`src/rtl/mrc_std_fmt_pkg.sv`:
```
// mrc_std_fmt_pkg: shared STD lane framing encodings and formatter FSM states.
package mrc_std_fmt_pkg;
  localparam logic [1:0] STD_CNTL_MOM     = 2'b00;
  localparam logic [1:0] STD_CNTL_SOM     = 2'b01;
  localparam logic [1:0] STD_CNTL_EOM     = 2'b10;
  localparam logic [1:0] STD_CNTL_SOM_EOM = 2'b11;
  typedef enum logic {ST_IDLE, ST_STREAM} fmt_state_e;
endpackage

```
`src/rtl/mrc_std_fmt_fifo.sv`:
```
// mrc_std_fmt_fifo: synchronous word FIFO that absorbs the MRC/STD rate mismatch.
module mrc_std_fmt_fifo #(
  parameter int DATA_W     = 32,
  parameter int FIFO_DEPTH = 8
) (
  input  logic                          clk,
  input  logic                          reset_poweron,
  input  logic                          push_i,
  input  logic [DATA_W-1:0]             data_i,
  input  logic                          pop_i,
  output logic [DATA_W-1:0]             data_o,
  output logic                          full_o,
  output logic                          empty_o,
  output logic [$clog2(FIFO_DEPTH):0]   count_o
);
  localparam int AW = $clog2(FIFO_DEPTH);
  localparam int CW = AW + 1;
  logic [DATA_W-1:0] mem_q [FIFO_DEPTH];
  logic [AW-1:0]     wr_ptr_q, rd_ptr_q;
  logic [CW-1:0]     count_q;
  logic              do_push, do_pop;
  assign full_o  = count_q == CW'(FIFO_DEPTH);
  assign empty_o = count_q == '0;
  assign count_o = count_q;
  assign data_o  = mem_q[rd_ptr_q];
  assign do_push = push_i && !full_o;
  assign do_pop  = pop_i && !empty_o;
  always_ff @(posedge clk) begin
    if (!reset_poweron) begin
      wr_ptr_q <= '0;
      rd_ptr_q <= '0;
      count_q  <= '0;
    end else begin
      if (do_push) wr_ptr_q <= wr_ptr_q + 1'b1;
      if (do_pop) rd_ptr_q <= rd_ptr_q + 1'b1;
      count_q <= count_q + CW'(do_push) - CW'(do_pop);
    end
  end
  always_ff @(posedge clk)
    if (do_push) mem_q[wr_ptr_q] <= data_i;
endmodule

```
`src/rtl/mrc_to_std_lane_formatter.sv`:
```
// mrc_to_std_lane_formatter: frames buffered MRC read words into SOM/MOM/EOM messages on one STD lane.
// Optional macro MRC_STD_PERF_CNT_EN adds saturating handshake and stall counters.
module mrc_to_std_lane_formatter
  import mrc_std_fmt_pkg::*;
#(
  parameter int DATA_W     = 32,
  parameter int FIFO_DEPTH = 8,
  parameter int LEN_W      = 16,
  parameter int TAG_W      = 8
) (
  input  logic              clk,
  input  logic              reset_poweron,
  input  logic              desc_valid,
  output logic              desc_ready,
  input  logic [LEN_W-1:0]  desc_num_words,
  input  logic [TAG_W-1:0]  desc_tag,
  input  logic              mrc_valid,
  output logic              mrc_ready,
  input  logic [DATA_W-1:0] mrc_data,
  output logic              std_valid,
  input  logic              std_ready,
  output logic [DATA_W-1:0] std_data,
  output logic [1:0]        std_cntl,
  output logic [TAG_W-1:0]  std_tag,
  output logic              busy,
  output logic              err_zero_len
`ifdef MRC_STD_PERF_CNT_EN
  ,
  output logic [31:0]       perf_words,
  output logic [31:0]       perf_stall_cycles
`endif
);
  localparam int CW = $clog2(FIFO_DEPTH) + 1;
  fmt_state_e        state_q, state_d;
  logic [LEN_W-1:0]  rem_q, rem_d;
  logic              first_q, first_d;
  logic [TAG_W-1:0]  tag_q, tag_d;
  logic              err_q, err_d;
  logic              vld_q, vld_d;
  logic [DATA_W-1:0] data_q, data_d;
  logic [1:0]        cntl_q, cntl_d;
  logic [TAG_W-1:0]  stag_q, stag_d;
  logic              fifo_full, fifo_empty, pop, last, desc_go;
  logic [DATA_W-1:0] fifo_data;
  logic [CW-1:0]     fifo_count;
  mrc_std_fmt_fifo #(.DATA_W(DATA_W), .FIFO_DEPTH(FIFO_DEPTH)) u_fifo (
    .clk           (clk),
    .reset_poweron (reset_poweron),
    .push_i        (mrc_valid),
    .data_i        (mrc_data),
    .pop_i         (pop),
    .data_o        (fifo_data),
    .full_o        (fifo_full),
    .empty_o       (fifo_empty),
    .count_o       (fifo_count)
  );
  assign desc_ready = state_q == ST_IDLE;
  assign mrc_ready  = !fifo_full;
  assign desc_go    = desc_ready && desc_valid;
  assign last       = rem_q == LEN_W'(1);
  // the output register refills in the same cycle it is drained, giving 1 word/cycle
  assign pop        = state_q == ST_STREAM && !fifo_empty && (!vld_q || std_ready);
  always_comb begin
    state_d = state_q;
    rem_d   = rem_q;
    first_d = first_q;
    tag_d   = tag_q;
    err_d   = desc_go && desc_num_words == '0;
    vld_d   = vld_q && !std_ready;
    data_d  = data_q;
    cntl_d  = cntl_q;
    stag_d  = stag_q;
    if (desc_go && desc_num_words != '0) begin
      state_d = ST_STREAM;
      rem_d   = desc_num_words;
      first_d = 1'b1;
      tag_d   = desc_tag;
    end
    if (pop) begin
      vld_d   = 1'b1;
      data_d  = fifo_data;
      cntl_d  = last ? (first_q ? STD_CNTL_SOM_EOM : STD_CNTL_EOM)
                     : (first_q ? STD_CNTL_SOM : STD_CNTL_MOM);
      stag_d  = tag_q;
      first_d = 1'b0;
      rem_d   = rem_q - 1'b1;
      state_d = last ? ST_IDLE : state_q;
    end
  end
  always_ff @(posedge clk) begin
    if (!reset_poweron) begin
      state_q <= ST_IDLE;
      rem_q   <= '0;
      first_q <= 1'b0;
      tag_q   <= '0;
      err_q   <= 1'b0;
      vld_q   <= 1'b0;
      data_q  <= '0;
      cntl_q  <= '0;
      stag_q  <= '0;
    end else begin
      state_q <= state_d;
      rem_q   <= rem_d;
      first_q <= first_d;
      tag_q   <= tag_d;
      err_q   <= err_d;
      vld_q   <= vld_d;
      data_q  <= data_d;
      cntl_q  <= cntl_d;
      stag_q  <= stag_d;
    end
  end
  always_ff @(posedge clk)
    if (reset_poweron) assert (fifo_empty == (fifo_count == '0));
  assign std_valid    = vld_q;
  assign std_data     = data_q;
  assign std_cntl     = cntl_q;
  assign std_tag      = stag_q;
  assign busy         = state_q == ST_STREAM || vld_q;
  assign err_zero_len = err_q;
`ifdef MRC_STD_PERF_CNT_EN
  logic [31:0] perf_words_q, perf_stall_q;
  always_ff @(posedge clk) begin
    if (!reset_poweron) begin
      perf_words_q <= '0;
      perf_stall_q <= '0;
    end else begin
      if (vld_q && std_ready && !(&perf_words_q)) perf_words_q <= perf_words_q + 32'd1;
      if (vld_q && !std_ready && !(&perf_stall_q)) perf_stall_q <= perf_stall_q + 32'd1;
    end
  end
  assign perf_words        = perf_words_q;
  assign perf_stall_cycles = perf_stall_q;
`endif
endmodule

```
`config.mk`:
```
export PLATFORM = sky130hd
export DESIGN_NAME = mrc_to_std_lane_formatter
export DESIGN_NICKNAME = d
export VERILOG_FILES = /design/src/rtl/mrc_std_fmt_pkg.sv /design/src/rtl/mrc_std_fmt_fifo.sv /design/src/rtl/mrc_to_std_lane_formatter.sv
export SDC_FILE = /design/constraint.sdc
export NUM_CORES = 1
export LEC_CHECK = 0
export BUFFER_PORTS_ARGS = -buffer_cell sky130_fd_sc_hd__buf_2
export CAP_MARGIN = 20
export CELL_PAD_IN_SITES_DETAIL_PLACEMENT = 0
export CELL_PAD_IN_SITES_GLOBAL_PLACEMENT = 2
export CORE_ASPECT_RATIO = 2
export CORE_MARGIN = 4
export CORE_UTILIZATION = 45
export DETAILED_ROUTE_END_ITERATION = 7
export PLACE_DENSITY = 0.81
export SKIP_LAST_GASP = 1
export SLEW_MARGIN = 20
export SYNTH_ARGS = -nofsm -noshare
export SYNTH_HDL_FRONTEND = slang
export SYNTH_SLANG_ARGS = --single-unit
```
`constraint.sdc`:
```
create_clock -name clk -period 6.7 [get_ports clk]
set_clock_uncertainty 0.05 [all_clocks]
set_input_delay 0.67 -clock clk [delete_from_list [all_inputs] [get_ports clk]]
set_output_delay 0.67 -clock clk [all_outputs]
set_load 0.02 [all_outputs]
```
======== Word-level counts from Yosys, hierarchy flattened ========
Memories as Yosys holds them, arrays and structs flattened. A register that Yosys moved wholly into a read port is not among the register bits.
Index checks and enable logic that the tools add are counted.
storage, ports and cells
  output and inout bits ................... 47
  input bits .............................. 61
  memories kept ........................... 1
  logic and storage cells ................. 54
  register bits ........................... 48
  RAM bits ................................ 256
  bits in latches ......................... 0
  bits in read-only memories .............. 0
cells by class
  $mul .................................... 0
  reduce and logical (&&, ||, !) cells .... 21
  shift operators ......................... 0
  eq/ne operators ......................... 3
  divide/modulo/power cells ............... 0
  mux-type cells .......................... 11
  order comparisons ....................... 0
  add/sub/neg operators ................... 5
  bitwise gates (word level) .............. 2
memories
  name          depth  bits a word  rd ports  clocked after Yosys merged registers in  write ports  line                    text
  u_fifo.mem_q  8      32           1         1                                        1            mrc_std_fmt_fifo.sv:18  logic [DATA_W-1:0] mem_q [FIFO_DEPTH];
operators by type and width
  kind                                                                   count
  16-bit two-way mux                                                     2
  16-bit by 1-bit == test with 1-bit output (second input constant)      1
  16-bit logical NOT                                                     1
  16-bit nonzero test                                                    1
  16-bit by 1-bit subtractor with 16-bit output (second input constant)  1
  1-bit logical AND                                                      8
  1-bit two-way mux                                                      8
  3-bit by 1-bit adder with 3-bit output (second input constant)         2
  1-bit logical NOT                                                      5
  4-bit by 1-bit adder with 4-bit output                                 1
  4-bit == test (second input constant)                                  1
  4-bit logical NOT                                                      1
  4-bit by 1-bit subtractor with 4-bit output                            1
  1-bit logical OR                                                       2
  2-bit two-way mux                                                      1
  2-bit inequality test (second input constant)                          1
  1-bit NOT                                                              2
  2-bit AND reduction                                                    1
  2-bit nonzero test                                                     1
  2-bit OR reduction                                                     1

======== Longest topological paths before layout ========
Gate-level depths: netlist of the first run.
  depth in word-level cells ............... 6
  mapped depth ............................ 14
  gate-level depth less buffers ........... 12

======== Modules after synthesis ========
Synthesis of the first run repeated with hierarchy kept, for this count alone.
second synthesis, totals
  cell total of the unflattened synthesis .. 798
  area, all modules ....................... 13300.3 um^2
modules (own cells, without submodules)
  module                     cells each  area an instance (um^2)  instances  sequential area each (um^2)
  mrc_std_fmt_fifo           449         10472.5                  1          7947.6
  mrc_to_std_lane_formatter  349         2827.7                   1          1401.3

======== Least setup slack after synthesis of the first run ========
OpenSTA, ideal clock, no wires.
  kind .................................... input to register
  from .................................... input mrc_valid
  to ...................................... memory u_fifo.mem_q[0][0], enable pin
  library setup time ...................... 461 ps
  cell stages on the path ................. 3
  path buffers ............................ 0
  arrival ................................. 3401 ps
  setup slack ............................. 2788 ps
  required time ........................... 6189 ps
  path through ............................ a21boi_1 -> nand2b_1 -> nor3_1
between the ends
  longest elaborated chain between the ends .. 3
RTL lines
  item                                     line                             text
  start, declared                          mrc_to_std_lane_formatter.sv:17  input logic mrc_valid,
  1-bit logical AND                        mrc_std_fmt_fifo.sv:26           assign do_push = push_i && !full_o;
  1-bit two-way mux                        mrc_std_fmt_fifo.sv:40           if (do_push) mem_q[wr_ptr_q] <= data_i;
  1-bit two-way mux (implied by the code)  mrc_std_fmt_fifo.sv:40
  end, declared                            mrc_std_fmt_fifo.sv:18
No other way between the ends.

======== Worst setup path after layout of the first run ========
  from .................................... register u_fifo.count_q[2] (netlist: u_fifo.count_o[2])
  to ...................................... register rem_q[11]
between the ends
  longest elaborated chain between the ends .. 5
  elaborated cells on any way between the ends .. 6
  those cells by class .................... mux: 1; reduce/logical: 5
RTL lines
  item                                                      line                              text
  start, declared                                           mrc_std_fmt_fifo.sv:20            logic [CW-1:0] count_q;
  start signal, assigned                                    mrc_std_fmt_fifo.sv:36            count_q <= count_q + CW'(do_push) - CW'(do_pop);
  4-bit logical NOT (*)                                     mrc_std_fmt_fifo.sv:23            assign empty_o = count_q == '0;
  1-bit logical NOT (*)                                     mrc_to_std_lane_formatter.sv:62   assign pop = state_q == ST_STREAM && !fifo_empty && (!vld_q || std_ready);
  1-bit logical AND (*) (2 in a row)                        mrc_to_std_lane_formatter.sv:62
  16-bit two-way mux or 2-bit nonzero test (tied branches)  n/a
  end signal, assigned                                      mrc_to_std_lane_formatter.sv:103  rem_q <= rem_d;
  end, declared                                             mrc_to_std_lane_formatter.sv:35   logic [LEN_W-1:0] rem_q, rem_d;
Mark *: on every way between the ends. The rest lies on a longest branch, timed or not.
A chain may end at the register's enable or synchronous reset.

==> results of run 1 <==
-- through the flow --
stage	cell area (um^2)	setup slack (ns)	power, mW
6_report	14700	3.65	4.98
5_1_grt	14700	3.39	5.21
4_1_cts	14700	3.63	5.04
3_5_place_dp	13800	3.53	3.43
3_3_place_gp	13800	3.60	3.39
2_1_floorplan	12800	2.79	3.15
-- flip-flops by register name, indices dropped and copies added, names as in the netlist --
name,cells
std_tag,8
u_fifo.wr_ptr_q,3
std_valid,1
u_fifo.mem_q,256
tag_q,8
std_data,32
state_q,1
std_cntl,2
err_zero_len,1
first_q,1
u_fifo.count_o,4
u_fifo.rd_ptr_q,3
rem_q,16
-- cells in the mapped netlist (2+ instances only) --
cell                        instances  area share, %
sky130_fd_sc_hd__nor2_1            25           0.73
sky130_fd_sc_hd__xor2_1             3           0.21
sky130_fd_sc_hd__inv_1             12           0.35
sky130_fd_sc_hd__nand2_1           51            1.5
sky130_fd_sc_hd__a221oi_1           2           0.14
sky130_fd_sc_hd__nand4_1            4           0.20
sky130_fd_sc_hd__and2_1             5           0.24
sky130_fd_sc_hd__a22oi_1            3           0.18
sky130_fd_sc_hd__nor3_1             6           0.23
sky130_fd_sc_hd__a31oi_1            3           0.15
sky130_fd_sc_hd__nand2b_1           5           0.24
sky130_fd_sc_hd__a21oi_1           65            2.5
sky130_fd_sc_hd__edfxtp_1         256             60
sky130_fd_sc_hd__ha_1              10           0.98
sky130_fd_sc_hd__mux2i_1           33            2.6
sky130_fd_sc_hd__clkbuf_1          18           0.53
sky130_fd_sc_hd__buf_1             12           0.35
sky130_fd_sc_hd__nor4_1             6           0.29
sky130_fd_sc_hd__nand3_2            2           0.16
sky130_fd_sc_hd__a2bb2oi_1          3           0.21
sky130_fd_sc_hd__dfxtp_1           80             13
sky130_fd_sc_hd__o211ai_1           4           0.23
sky130_fd_sc_hd__xnor2_1            2           0.14
sky130_fd_sc_hd__mux4_2            64             11
sky130_fd_sc_hd__a32oi_1            2           0.14
sky130_fd_sc_hd__buf_2             10           0.39
sky130_fd_sc_hd__nand3_1            9           0.35
sky130_fd_sc_hd__o21ai_0           27            1.1
sky130_fd_sc_hd__o21ai_1            9           0.35
-- final cells by class --
cell class	count	area, um^2
clock inverter	21	165
multi-input combinational	364	3360
timing repair buffer	121	641
antenna	1	2.50
inverter	14	53.8
sequential	336	9300
fill	2291	13500
clock buffer	32	737
tap	356	445
-- per-layer routing --
metal | routed length, um | vias to the layer above
met5 | 0 | -
met4 | 613 | 0
met3 | 1170 | 39
met2 | 15000 | 192
met1 | 10200 | 3587
li1 | - | 3181
-- power by group through the flow --
stage / clock network (mW) / logic [mW] / registers [mW]
after floorplan: 0 / 0.581 / 2.57
after global placement: 0 / 0.843 / 2.55
after detailed placement: 0 / 0.869 / 2.56
after CTS: 1.65 / 0.873 / 2.52
after global routing: 1.73 / 0.939 / 2.53
final: 1.61 / 0.853 / 2.52
-- worst max-delay path: cells and delay by family, from the launching register on --
kind	cells	cell delay (ns)
AOI/OAI and AO/OA	2	0.46
adders and majority gates	1	0.19
buffers and inverters	3	0.93
DFF	1	0.32
and+or+nand+nor	3	0.95
-- worst paths after layout --
kind,from,endpoint,cells after the start
setup / recovery,u_fifo.count_o[2],rem_q[11],9
hold / removal,desc_tag[6],tag_q[6],3
setup reg to reg,u_fifo.count_o[2],rem_q[11],9
hold reg to reg,tag_q[0],std_tag[0],2
-- cell families after synthesis --
group / synth area share (%)
flip-flops: 72.5
AO/OA/AOI/OAI: 5.74
AND/OR/NAND/NOR: 4.72
multiplexers: 13.8
buffers and inverters: 1.74
adder cells (fa/ha/maj): 1.13
XOR/XNOR: 0.342
==> impl.org, run 1 <==
** Power
- The worst-case IR drop observed on VDD is ~240 uV.
- Power spread over the standard cell area amounts to around 340 nW/um^2.
- Sw Ratio :: between 20% and 30%
- The analysis attributes to cell leakage a power of between 4 and 5 nW.
- Combinational share of power :: between 15 and 20%
- Relative contribution of the clock network to total power :: roughly 32%
- Sequential cell fraction of total power :: about half
- In this run the power spent charging and discharging nets is approximately 1.3 mW.
- Internal power :: 3.65 mW

** Route
- The routed layout has about 7000 vias.
- In this run, the number of DRC markers left after iteration 0 of detailed routing was approximately 380.
- The first detailed-routing pass ran for 5 iterations.
- The detail route stage leaves a number of antenna-violating nets equal to 0.
- Sum of routed wire length over all layers :: between 20 and 30 mm
- Vias per Instance :: 5.62
- In the final routed layout, each cell accounts on average for around 22 um.
- After detailed routing, the number of remaining DRC violations is 0.

** Floorplanning
- In this run the core area contains between 80 and 90 standard-cell rows.
- Core Region :: approximately 28000 um^2
- For this design the top-level I/O count stands at about 110.
- The die covers between 30000 and 40000 um^2.
- For this configuration, the core starts out at a cell density of 45.4%.
- The floorplan step set the die height to 247 um.
- In this run the horizontal extent of the chip is roughly 130 um.

** GRT
- GR Util met1 :: about a fifth
- Entering global routing, the biggest net connects 89 pins.
- For this run, the total global-route usage over all layers was measured as 17.1%.
- The number of global-route vias before repair is between 7000 and 8000.
- met2 is the most crowded layer.
- Routing usage on met3 :: roughly 2.5%
- First-pass GRT wire length :: around 42 mm
- Summed over all layers, the global routing overflow is 0.
- The initial antenna violation count is 2.
- Met2 usage in global routing :: 32.1%

** STA
- Setup violations remaining at the end of the flow were counted as 0.
- Setup repair after global routing left no endpoint under its margin.
- Max frequency :: between 300 and 400 MHz
- The tightest hold path in the finished design has a slack of between 0.3 and 0.4 ns.
- The worst path needs ~3.0 ns of the cycle, external delays included.
- Fin crit share :: 45.5%
- For the pin with the worst max-slew slack, the measured transition is a little over 1 ns.
- The final hold violation count was 0.
- Pins over their slew limit :: 0
- After routing, the total negative slack on setup checks comes to 0 ns.
- The worst pin sits at a relative slew slack of 31.4%.

** Worst setup path
- Crit path required time :: 7.08 ns
- The worst setup path is launched from a flip-flop.
- Arrival @ worst endpoint :: roughly 3.4 ns
- CP Max Fanout :: roughly 90
- Traced cell by cell, the critical path runs through inv_1 -> ha_1 -> or3b_1 -> nand3_2 -> clkinv_2 -> buf_4 -> nand3_1 -> o311ai_1 -> a21oi_1.
- Critical-path cell with the highest stage delay :: sky130_fd_sc_hd__buf_4
- On the worst path, the slowest cell contributes a delay of 0.72 ns.
- STA classifies the critical path endpoint as a flip-flop.
- Start-to-end type of the worst setup path :: reg2reg
- The worst register-to-register path has a setup slack of 3.65 ns.

** Flow run
- Across the run, the number of max-cap violations was 0.

** Place
- Gpl congestion :: around 0.8
- Count of input and output buffers :: around 110
- Summed over all nets, the half-perimeter wirelength after detailed placement is between 15 and 20 mm.
- In this run, placement finished with an instance count of about 1200.

** CTS
- The root buffer cell chosen for the clock tree is sky130_fd_sc_hd__clkbuf_16.
- Clk slew on worst S/H paths :: ~0.070 ns
- Clock latency of the later-clocked register in the worst-skew pair :: approximately 0.55 ns
- Buffer count from post-CTS setup fixing :: 0
- After clock tree synthesis, the repair step resized 0 gates.
- In this run, CTS created clock tree buffers numbering 29.
- Number of clock sinks :: about 340
- CTS built an H-tree with a depth of 1.
- Counting along the longest clock path gives a buffer depth of 3.
- TritonCTS clock tree :: built
- The number of hold buffers added after CTS was 0.

** Finish
- Number of cells in the finished layout apart from fillers :: between 1000 and 1500
- Cells with a size suffix above 1 make up 27.7% of the layout.
- Leaving out fill and tap cells, the most frequent cells in the layout are sky130_fd_sc_hd__edfxtp_1, sky130_fd_sc_hd__buf_2, sky130_fd_sc_hd__dfxtp_1, sky130_fd_sc_hd__a21oi_1, sky130_fd_sc_hd__mux4_2.
- Leading cell type in the layout, fill and taps excluded :: sky130_fd_sc_hd__edfxtp_1
- Once layout is complete, the utilization of the core stands at roughly 52%.
- For this run, the post-layout net count is between 900 and 1000.
- Relative to the synthesized area, the layout overhead comes to 14.7%.

** Logic synthesis
- Post-synth EDFFs :: around 260
- The Yosys step of the flow raised 0 warnings.
- Flip-flop and latch count after synthesis :: approximately 340
- Post-synthesis average cell area :: 17.0 um^2
- Synth cell types :: 53
- Sequential cells were found to cover between 70 and 80% of the synthesized design area.
- In the synthesized netlist the dominant register cell turns out to be sky130_fd_sc_hd__edfxtp_1.
- Summing every instance area after synthesis gives around 13000 um^2.
- In the synthesized netlist the async set-or-reset flop fraction comes to 0%.
- Counting every net in the synthesized netlist gives between 800 and 900.
- Post-Syn Instances :: 755

** Run status
- Result of the run :: completed

** Hold path
- The path class of the tightest hold or removal check is in2reg.
(Power assumes the default switching activity.)
==> run 2, diff against run 1 <==
Settings changed: ABC_AREA set to 1, CORE_UTILIZATION 45 to 40, PLACE_DENSITY 0.81 to 0.79.
Clock period 6.7 ns to 3 ns, I/O delays scaled along.
==> impl.org, run 2 <==
** Logic synthesis
- Area share of and/or/nand/nor cells after synthesis :: 13.7% (+9.0 points)
- Ranking of synthesized cells by instance count :: sky130_fd_sc_hd__edfxtp_1, sky130_fd_sc_hd__nor2_1, sky130_fd_sc_hd__nand2_1
- Among all flip-flop cells after synthesis, the most frequent one is sky130_fd_sc_hd__edfxtp_1.
- Adder-cell share of the synthesized area :: 1.09% (-0.047 points)
- Fraction of synthesized cell area taken by the top area cell type :: 57.5% (-2.5 points)
- The number of distinct library cells after synthesis is 35 (-34%).
- The post-synthesis compound-gate area fraction was 11.1% (+5.4 points).
- Xor/xnor share of the synthesized area :: 0.197% (-0.15 points)
- The async set or reset register ratio after synthesis is 0% (unchanged).
- Main combinational cell family by area after synthesis :: simple AND/OR/NAND/NOR gates
- The gate count of the mapped netlist was 1146 (+52%).
- The number of enable flip-flop cells after synthesis was 256 (unchanged).
- Syn Nets :: 1218 (+47%)
- Most frequent cell after synthesis :: sky130_fd_sc_hd__edfxtp_1
- The number of storage elements in the synthesis netlist came to 336 (unchanged).
- Of all cell types, the one taking the most synthesized area is sky130_fd_sc_hd__edfxtp_1.
- By area the synthesized netlist is led by sky130_fd_sc_hd__edfxtp_1, sky130_fd_sc_hd__dfxtp_1, sky130_fd_sc_hd__nor2_1.
- Count of yosys warnings during synthesis :: 0 (unchanged)
- The post-synthesis sequential area ratio is 69.5% (-3.0 points).
- Post-synthesis average cell area :: 11.7 um^2 (-31%)
- The multiplexer share of the synthesized area came to 0% (-14 points).
- The cell area after synthesis came to 13400 um^2 (+4.3%).

** Hold path
- Class of the tightest hold or removal check :: in2reg
- Worst Min Path Start :: mrc_data[9]
- Instance count along the most critical hold path :: 1 (-2)
- The worst hold path terminates at u_fifo.mem_q[7][9].

** CTS
- Post-CTS Hold Fix Bufs :: 41 (+41)
- The post-CTS setup-driven buffer insertion count is 0 (unchanged).
- Cts bufs inserted :: 30 (+3.4%)
- Root Buffer :: sky130_fd_sc_hd__clkbuf_16
- TritonCTS clock tree :: built
- The number of clock sinks seen by CTS came to 336 (unchanged).
- The buffer depth of the longest clock path is 3 (unchanged).
- The post-cts gate resize count was 0 (unchanged).
- The clock latency at the later pin of the worst-skew pair is 0.56 ns (about the same).
- The number of levels in the clock H-tree came to 1 (unchanged).
- The clock-pin slew on the worst setup and hold paths came to 0.07 ns (about the same).

** STA
- The total negative setup slack is 0 ns (unchanged).
- The setup slack of the critical path after layout was 0.748 ns (-2.90 ns).
- Pins over their slew limit :: 0 (unchanged)
- Final critical delay including setup and external delays :: 2.25 ns (-0.797 ns)
- The final period utilization was 75.1% (+30 points).
- Worst hold-check slack :: 0.0118 ns (-0.291 ns)
- The number of endpoints failing setup at the final stage came to 0 (unchanged).
- The worst-margin pin slew was 0.915 ns (-0.114 ns).
- The maximum clock frequency came to 444 MHz (+35%).
- The worst-case headroom to the max-slew limit was 39.0% (+7.5 points).
- Setup repair after global routing missed its margin :: false
- Count of final hold-check violations :: 0 (unchanged)

** Route
- Uppermost layer routed :: met5
- The number of vias per cell after detailed routing was 5.26 (-6.5%).
- The number of DRC violations after detailed routing came to 0 (unchanged).
- M1 WL :: 12.5 mm (+22%)
- Met3 routed wirelength :: 1.26 mm (+8.3%)
- Average wire per cell in the routed design :: 19.4 um (-11%)
- The detailed-route via count came to 9131 (+30%).
- The DRC marker count from the first detailed-route iteration was 454 (+20%).
- The detailed-routing iteration count for the pre-antenna-repair pass came to 4 (-1).
- The met2 wirelength from detailed routing was 19.1 mm (+27%).
- Antenna-violating nets left :: 0 (unchanged)
- The total length of routed wires is 33.6 mm (+25%).

** GRT
- Number of global-route vias before repair :: 9311 (+26%)
- The overall fraction of global-route tracks in use came to 18.4% (+1.3 points).
- Largest net degree at the start of global routing :: 66 (-26%)
- Remaining Overflow, GRT :: 0 (unchanged)
- The initial antenna violation count is 2 (unchanged).
- The first-pass GRT wire length is 52.2 mm (+25%).

** Floorplanning
- The area of the die came to 36600 um^2 (+16%).
- The vertical die dimension is 266 um (+8.1%).
- Core Region :: 32900 um^2 (+17%)
- The floorplan die width was 137 um (+7.8%).
- The starting density of the core came to 40.6% (-4.9 points).
- The number of cell rows is 94 (+8.0%).
- The boundary pin count came to 108 (unchanged).

** Power
- Peak supply drop :: 521 uV (+120%)
- Power density over the cells :: 749 nW/um^2 (+120%)
- Reported leakage power :: 5.83 nW (+19%)

** Worst setup path
- The endpoint arrival time on the critical path is 2.64 ns (-0.79 ns).
- Critical Path Max Stage Delay :: 0.37 ns (-0.35 ns)
- The setup path with the least slack is of type reg2reg.
- Critical-path cell with the highest stage delay :: sky130_fd_sc_hd__fa_1
- The critical path goes through inv_1 -> ha_1 -> nand3_2 -> nand3_4 -> inv_2 -> ha_1 -> inv_1 -> ha_1 -> inv_1 -> fa_1 -> xor2_1 -> nor2_1.
- Setup crit end kind :: flip-flop
- The peak fanout along the critical path is 12 (-86%).
- The worst setup path is launched from a flip-flop.
- The worst register-to-register path ends at u_fifo.count_o[2].
- Length in cells of the worst reg-to-reg path :: 12 (+3)
- Critical register-to-register path startpoint :: u_fifo.count_o[2]
- Reg-to-reg setup timing slack :: 0.75 ns (-2.90 ns)
- Crit path required time :: 3.39 ns (-3.69 ns)

** Finish
- The utilization of the core after routing is 48.1% (-4.1 points).
- Relative to the synthesized area, the layout overhead comes to 18.5%.
- The flip-flop count of the largest register after layout was 256 (unchanged).
- Share of cells above drive strength 1 :: 16.6% (-11 points)
- In the layout the commonest cells are sky130_fd_sc_hd__edfxtp_1, sky130_fd_sc_hd__nor2_1, sky130_fd_sc_hd__nand2_1, sky130_fd_sc_hd__o21ai_0, sky130_fd_sc_hd__buf_2.
- Final Net Count :: 1352 (+44%)
- Top register by number of flip-flops :: u_fifo.mem_q
- Leading cell type in the layout, fill and taps excluded :: sky130_fd_sc_hd__edfxtp_1

** Place
- The global placer's final weighted congestion was 0.765 (-2.6%).
- Count of input and output buffers :: 107 (unchanged)
- The worst setup timing slack at the placement stage was 0.716 ns (-2.81 ns).
- The placed wire-length estimate after detailed placement was 20.9 mm (+27%).

** Flow run
- The count of maximum capacitance violations came to 0 (unchanged).

** Run status
- The run finished with clean final reports.
==> run 2: changes by cell type after synthesis, sizes merged, moves of 38 or more <==
cell    before  now
nor2        26  176
o21ai       36  155
nand3       11  105
nand2       51  134
mux4        64    0
o221ai       1   64
a21oi       66   28
==> run 2: per-stage QoR <==
step / area, um^2 / power (mW) / instances
6_report: 15800 / 11.9 / 1737
5_1_grt: 15800 / 12.4 / 1737
4_1_cts: 15800 / 12.0 / 1736
3_5_place_dp: 14400 / 7.91 / 1639
3_3_place_gp: 14400 / 7.88 / 1639
2_1_floorplan: 13400 / 7.16 / 1146
==> run 2: worst max path at each step <==
stage                 startpoint                  end  slack (ns)
3_3_place_gp   u_fifo.count_o[2]    u_fifo.count_o[2]        0.74
4_1_cts        u_fifo.count_o[2]    u_fifo.count_o[2]        0.69
6_report       u_fifo.count_o[2]    u_fifo.count_o[2]        0.75
2_1_floorplan  u_fifo.count_o[2]   u_fifo.mem_q[0][0]        0.05
3_5_place_dp   u_fifo.count_o[2]    u_fifo.count_o[2]        0.72
5_1_grt        u_fifo.count_o[2]  u_fifo.mem_q[4][28]        0.58
==> run 2: worst max-delay path, delay by kind of cell (launching register included) <==
kind / cells / cell delay [ns]
flops: 1 / 0.31
simple gates: 3 / 0.24
xor+xnor: 1 / 0.16
buf+inv: 4 / 0.37
fa+ha+maj: 4 / 1.01
==> run 2: area by class of cell <==
type | instances | area, um^2
fillers | 3034 | 17100
flip-flops and latches | 336 | 9300
multi-input cells | 688 | 3560
repair buffers | 174 | 1200
clock buffers | 40 | 830
well taps | 432 | 541
clock inverters | 16 | 213
inverters | 50 | 189
diodes | 1 | 2.50
==> run 2: report_power, final <==
part	internal (mW)	switching, mW
combinational	0.692	1.51
sequential	5.40	0.184
clock	2.38	1.70
==> run 2: layer usage <==
metal / GRT usage (%) / vias to the layer above
met5: 0 / -
met4: 5.72 / 2
met3: 2.32 / 50
met2: 35.4 / 198
met1: 20.6 / 4491
li1: - / 4390
==> run 2: logic make-up after synthesis <==
kind of cell | count (synthesis)
flip-flops | 336
adder cells (fa/ha/maj) | 11
buffers and inverters | 122
XOR/XNOR | 3
AO/OA/AOI/OAI | 248
AND/OR/NAND/NOR | 426
==> run 3, diff against run 2 <==
Clock period 3 ns to 2.3 ns, I/O delays scaled along.
==> impl.org, run 3 (same netlist as run 2, synthesis figures left out) <==
** Run status
- Result of the run :: completed

** Finish
- The sequential cell area came to 9290 um^2 (about the same).
- The final-stage net count came to 1372 (+1.5%).
- Multi-input logic area :: 3560 um^2 (unchanged)
- # fillers :: 3008 (-0.86%)
- Relative to the synthesized area, the layout overhead comes to 20.2%.
- The fraction of final layout cells sized beyond drive strength 1 is 16.3% (-0.29 points).
- Leading cell type in the layout, fill and taps excluded :: sky130_fd_sc_hd__edfxtp_1
- Diodes inserted :: 0 (-1)
- Top register by number of flip-flops :: u_fifo.mem_q
- The library cells used most frequently in the layout, excluding fill and tap cells, are sky130_fd_sc_hd__edfxtp_1, sky130_fd_sc_hd__nor2_1, sky130_fd_sc_hd__nand2_1, sky130_fd_sc_hd__o21ai_0, sky130_fd_sc_hd__buf_2.
- Max FFs per register :: 256 (unchanged)
- Number of cells in the finished layout apart from fillers :: 1753 (+0.92%)

** Worst setup path
- In this run the critical register-to-register path is captured at u_fifo.count_o[2].
- STA classifies the critical path startpoint as a flip-flop.
- The data required time of the critical path was 2.68 ns (-0.71 ns).
- Arrival @ worst endpoint :: 2.46 ns (-0.18 ns)
- Critical register-to-register path startpoint :: u_fifo.count_o[2]
- The worst setup path is captured at a flip-flop.
- The critical path in this run is classified as reg2reg.
- CP Max Fanout :: 3 (-9)
- Length in cells of the worst reg-to-reg path :: 12 (unchanged)
- The reg2reg setup slack is 0.21 ns (-0.54 ns).

** Route
- The DRC marker count from the first detailed-route iteration came to 593 (+31%).
- The number of DRC violations after detailed routing came to 0 (unchanged).
- The detailed-route via count was 9105 (-0.28%).
- The total length of routed wires was 33.1 mm (-1.6%).
- The routed length per placed instance was 18.9 um (-2.5%).
- Antenna-violating nets left :: 0 (unchanged)
- The number of vias per cell after detailed routing is 5.19 (-1.2%).
- Detailed-router iteration count before antenna repair :: 4 (unchanged)

** Floorplanning
- The area of the die came to 36600 um^2 (unchanged).
- Die Y-Extent :: 266 um (unchanged)
- Num rows :: 94 (unchanged)
- Ports :: 108 (unchanged)
- The floorplan die width came to 137 um (unchanged).
- The starting density of the core is 40.6% (unchanged).
- The placeable core region came to 32900 um^2 (unchanged).

** STA
- Count of final hold-check violations :: 0 (unchanged)
- Setup repair after global routing missed its margin :: false
- Count of endpoints failing setup in the final report :: 0 (unchanged)
- Pins over their slew limit :: 0 (unchanged)
- Fin crit share :: 90.8% (+16 points)
- The final critical path time including I/O delays and setup is 2.09 ns (-0.164 ns).
- Worst rel slew slack :: 61.2% (+22 points)
- Transition time at the pin with the least slew margin :: 0.582 ns (-0.333 ns)
- Worst hold-check slack :: 0.0225 ns (+0.0107 ns)
- Max frequency :: 479 MHz (+7.9%)

** Place
- Count of input and output buffers :: 107 (unchanged)
- HPWL after DPL :: 20.2 mm (-3.3%)
- Gpl congestion :: 0.772 (+0.97%)
- Number of instances in the placed design :: 1645 (+0.37%)

** CTS
- Clock latency of the later-clocked register in the worst-skew pair :: 0.55 ns (about the same)
- The buffer depth of the longest clock path came to 3 (unchanged).
- The root buffer cell chosen for the clock tree is sky130_fd_sc_hd__clkbuf_16.
- Clk slew on worst S/H paths :: 0.07 ns (about the same)
- Cts bufs inserted :: 29 (-3.3%)
- TritonCTS clock tree :: built
- H-tree level count :: 1 (unchanged)
- Number of clock sinks :: 336 (unchanged)

** Hold path
- The worst hold path begins at desc_num_words[3].
- The worst hold path stage count was 5 (+4).
- The worst hold path terminates at rem_q[3].
- The tightest min-delay check is of the in2reg type.

** GRT
- The overall fraction of global-route tracks in use came to 18.3% (-0.13 points).
- First-pass GRT wire length :: 51.8 mm (-0.65%)
- The number of global-route vias before repair came to 9314 (+0.032%).
- Remaining Overflow, GRT :: 0 (unchanged)
- Number of antenna violations at the first check in global routing :: 0 (-2)
- Largest net degree at the start of global routing :: 130 (+97%)

** Power
- Peak supply drop :: 741 uV (+42%)
- Power, Total :: 15.0 mW (+27%)
- Reported leakage power :: 5.90 nW (+1.2%)
- The power density normalized to cell area was 936 nW/um^2 (+25%).

** Flow run
- Reported max-cap violation count :: 0 (unchanged)
## run 3: cell count changes in the layout (fill, tap and decap cells not counted), moves of 2 or more
cell	previous run	this run
sky130_fd_sc_hd__clkbuf_16	31	29
sky130_fd_sc_hd__dlygate4sd3_1	41	56
sky130_fd_sc_hd__bufinv_16	5	2
sky130_fd_sc_hd__clkinvlp_4	2	4
sky130_fd_sc_hd__buf_12	5	18
sky130_fd_sc_hd__clkinv_2	6	4
sky130_fd_sc_hd__clkinv_1	3	1
sky130_fd_sc_hd__buf_4	21	14
sky130_fd_sc_hd__clkbuf_1	7	10
## run 3: worst max-delay path, stage by stage, from the launching register on
cell and delay (ns):
sky130_fd_sc_hd__dfxtp_1 0.30, sky130_fd_sc_hd__inv_1 0.09, sky130_fd_sc_hd__ha_1 0.17, sky130_fd_sc_hd__nand3_2 0.11, sky130_fd_sc_hd__nand3_4 0.10, sky130_fd_sc_hd__inv_2 0.04
sky130_fd_sc_hd__ha_1 0.26, sky130_fd_sc_hd__inv_1 0.06, sky130_fd_sc_hd__ha_1 0.17, sky130_fd_sc_hd__inv_1 0.06, sky130_fd_sc_hd__fa_1 0.37, sky130_fd_sc_hd__xor2_1 0.14
sky130_fd_sc_hd__nor2_1 0.05
## run 3: worst max path at each step
stage	slack [ns]	end	startpoint	cells past startpoint
final	0.21	u_fifo.count_o[2]	u_fifo.count_o[2]	12
after global routing	0.08	u_fifo.count_o[2]	u_fifo.count_o[2]	12
after CTS	0.19	u_fifo.count_o[2]	u_fifo.count_o[2]	12
after detailed placement	0.20	u_fifo.count_o[2]	u_fifo.count_o[2]	12
after global placement	0.19	u_fifo.count_o[2]	u_fifo.count_o[2]	12
after floorplan	-0.17	u_fifo.mem_q[0][0]	u_fifo.count_o[2]	7
## run 3: through the flow
stage / area (um^2) / TNS, ns / util, % / worst slack [ns]
floorplan: 13400 / -21.20 / - / -0.166
global placement: 14600 / 0 / 44.3 / 0.194
detailed placement: 14600 / 0 / 44.3 / 0.203
CTS: 16100 / 0 / 48.8 / 0.188
global route: 16100 / 0 / 48.8 / 0.0793
finish: 16100 / 0 / 48.8 / 0.212
## run 3: per-layer routing
metal  GRT usage, %  part of all wire (%)  vias to the layer above
met4           5.02                   2.0                        0
met1           20.9                    38                     4439
met2           35.2                    56                      191
met5              0                     0                        -
met3           1.96                   3.7                       44
li1               -                     -                     4431
## run 3: power by group
group          leakage [nW]  internal [mW]  switching (mW)
registers              2.98           7.04           0.206
logic                  2.49           1.02            2.00
clock network         0.433           2.65            2.12
## run 3: cell type report
type / count / share of cell area, %
sequential: 336 / 57.9
multi-input combinational: 688 / 22.2
timing repair buffer: 195 / 9.72
clock buffer: 42 / 5.01
tap: 432 / 3.37
inverter: 50 / 1.18
clock inverter: 10 / 0.678
## run 3: timing repair
| item | CTS | global route |
|---|---|---|
| endpoints found under the hold margin | 280 | 0 |
| resized for setup | 0 | 0 |
| hold buffers | 56 | 0 |
| buffers inserted | 0 | 0 |
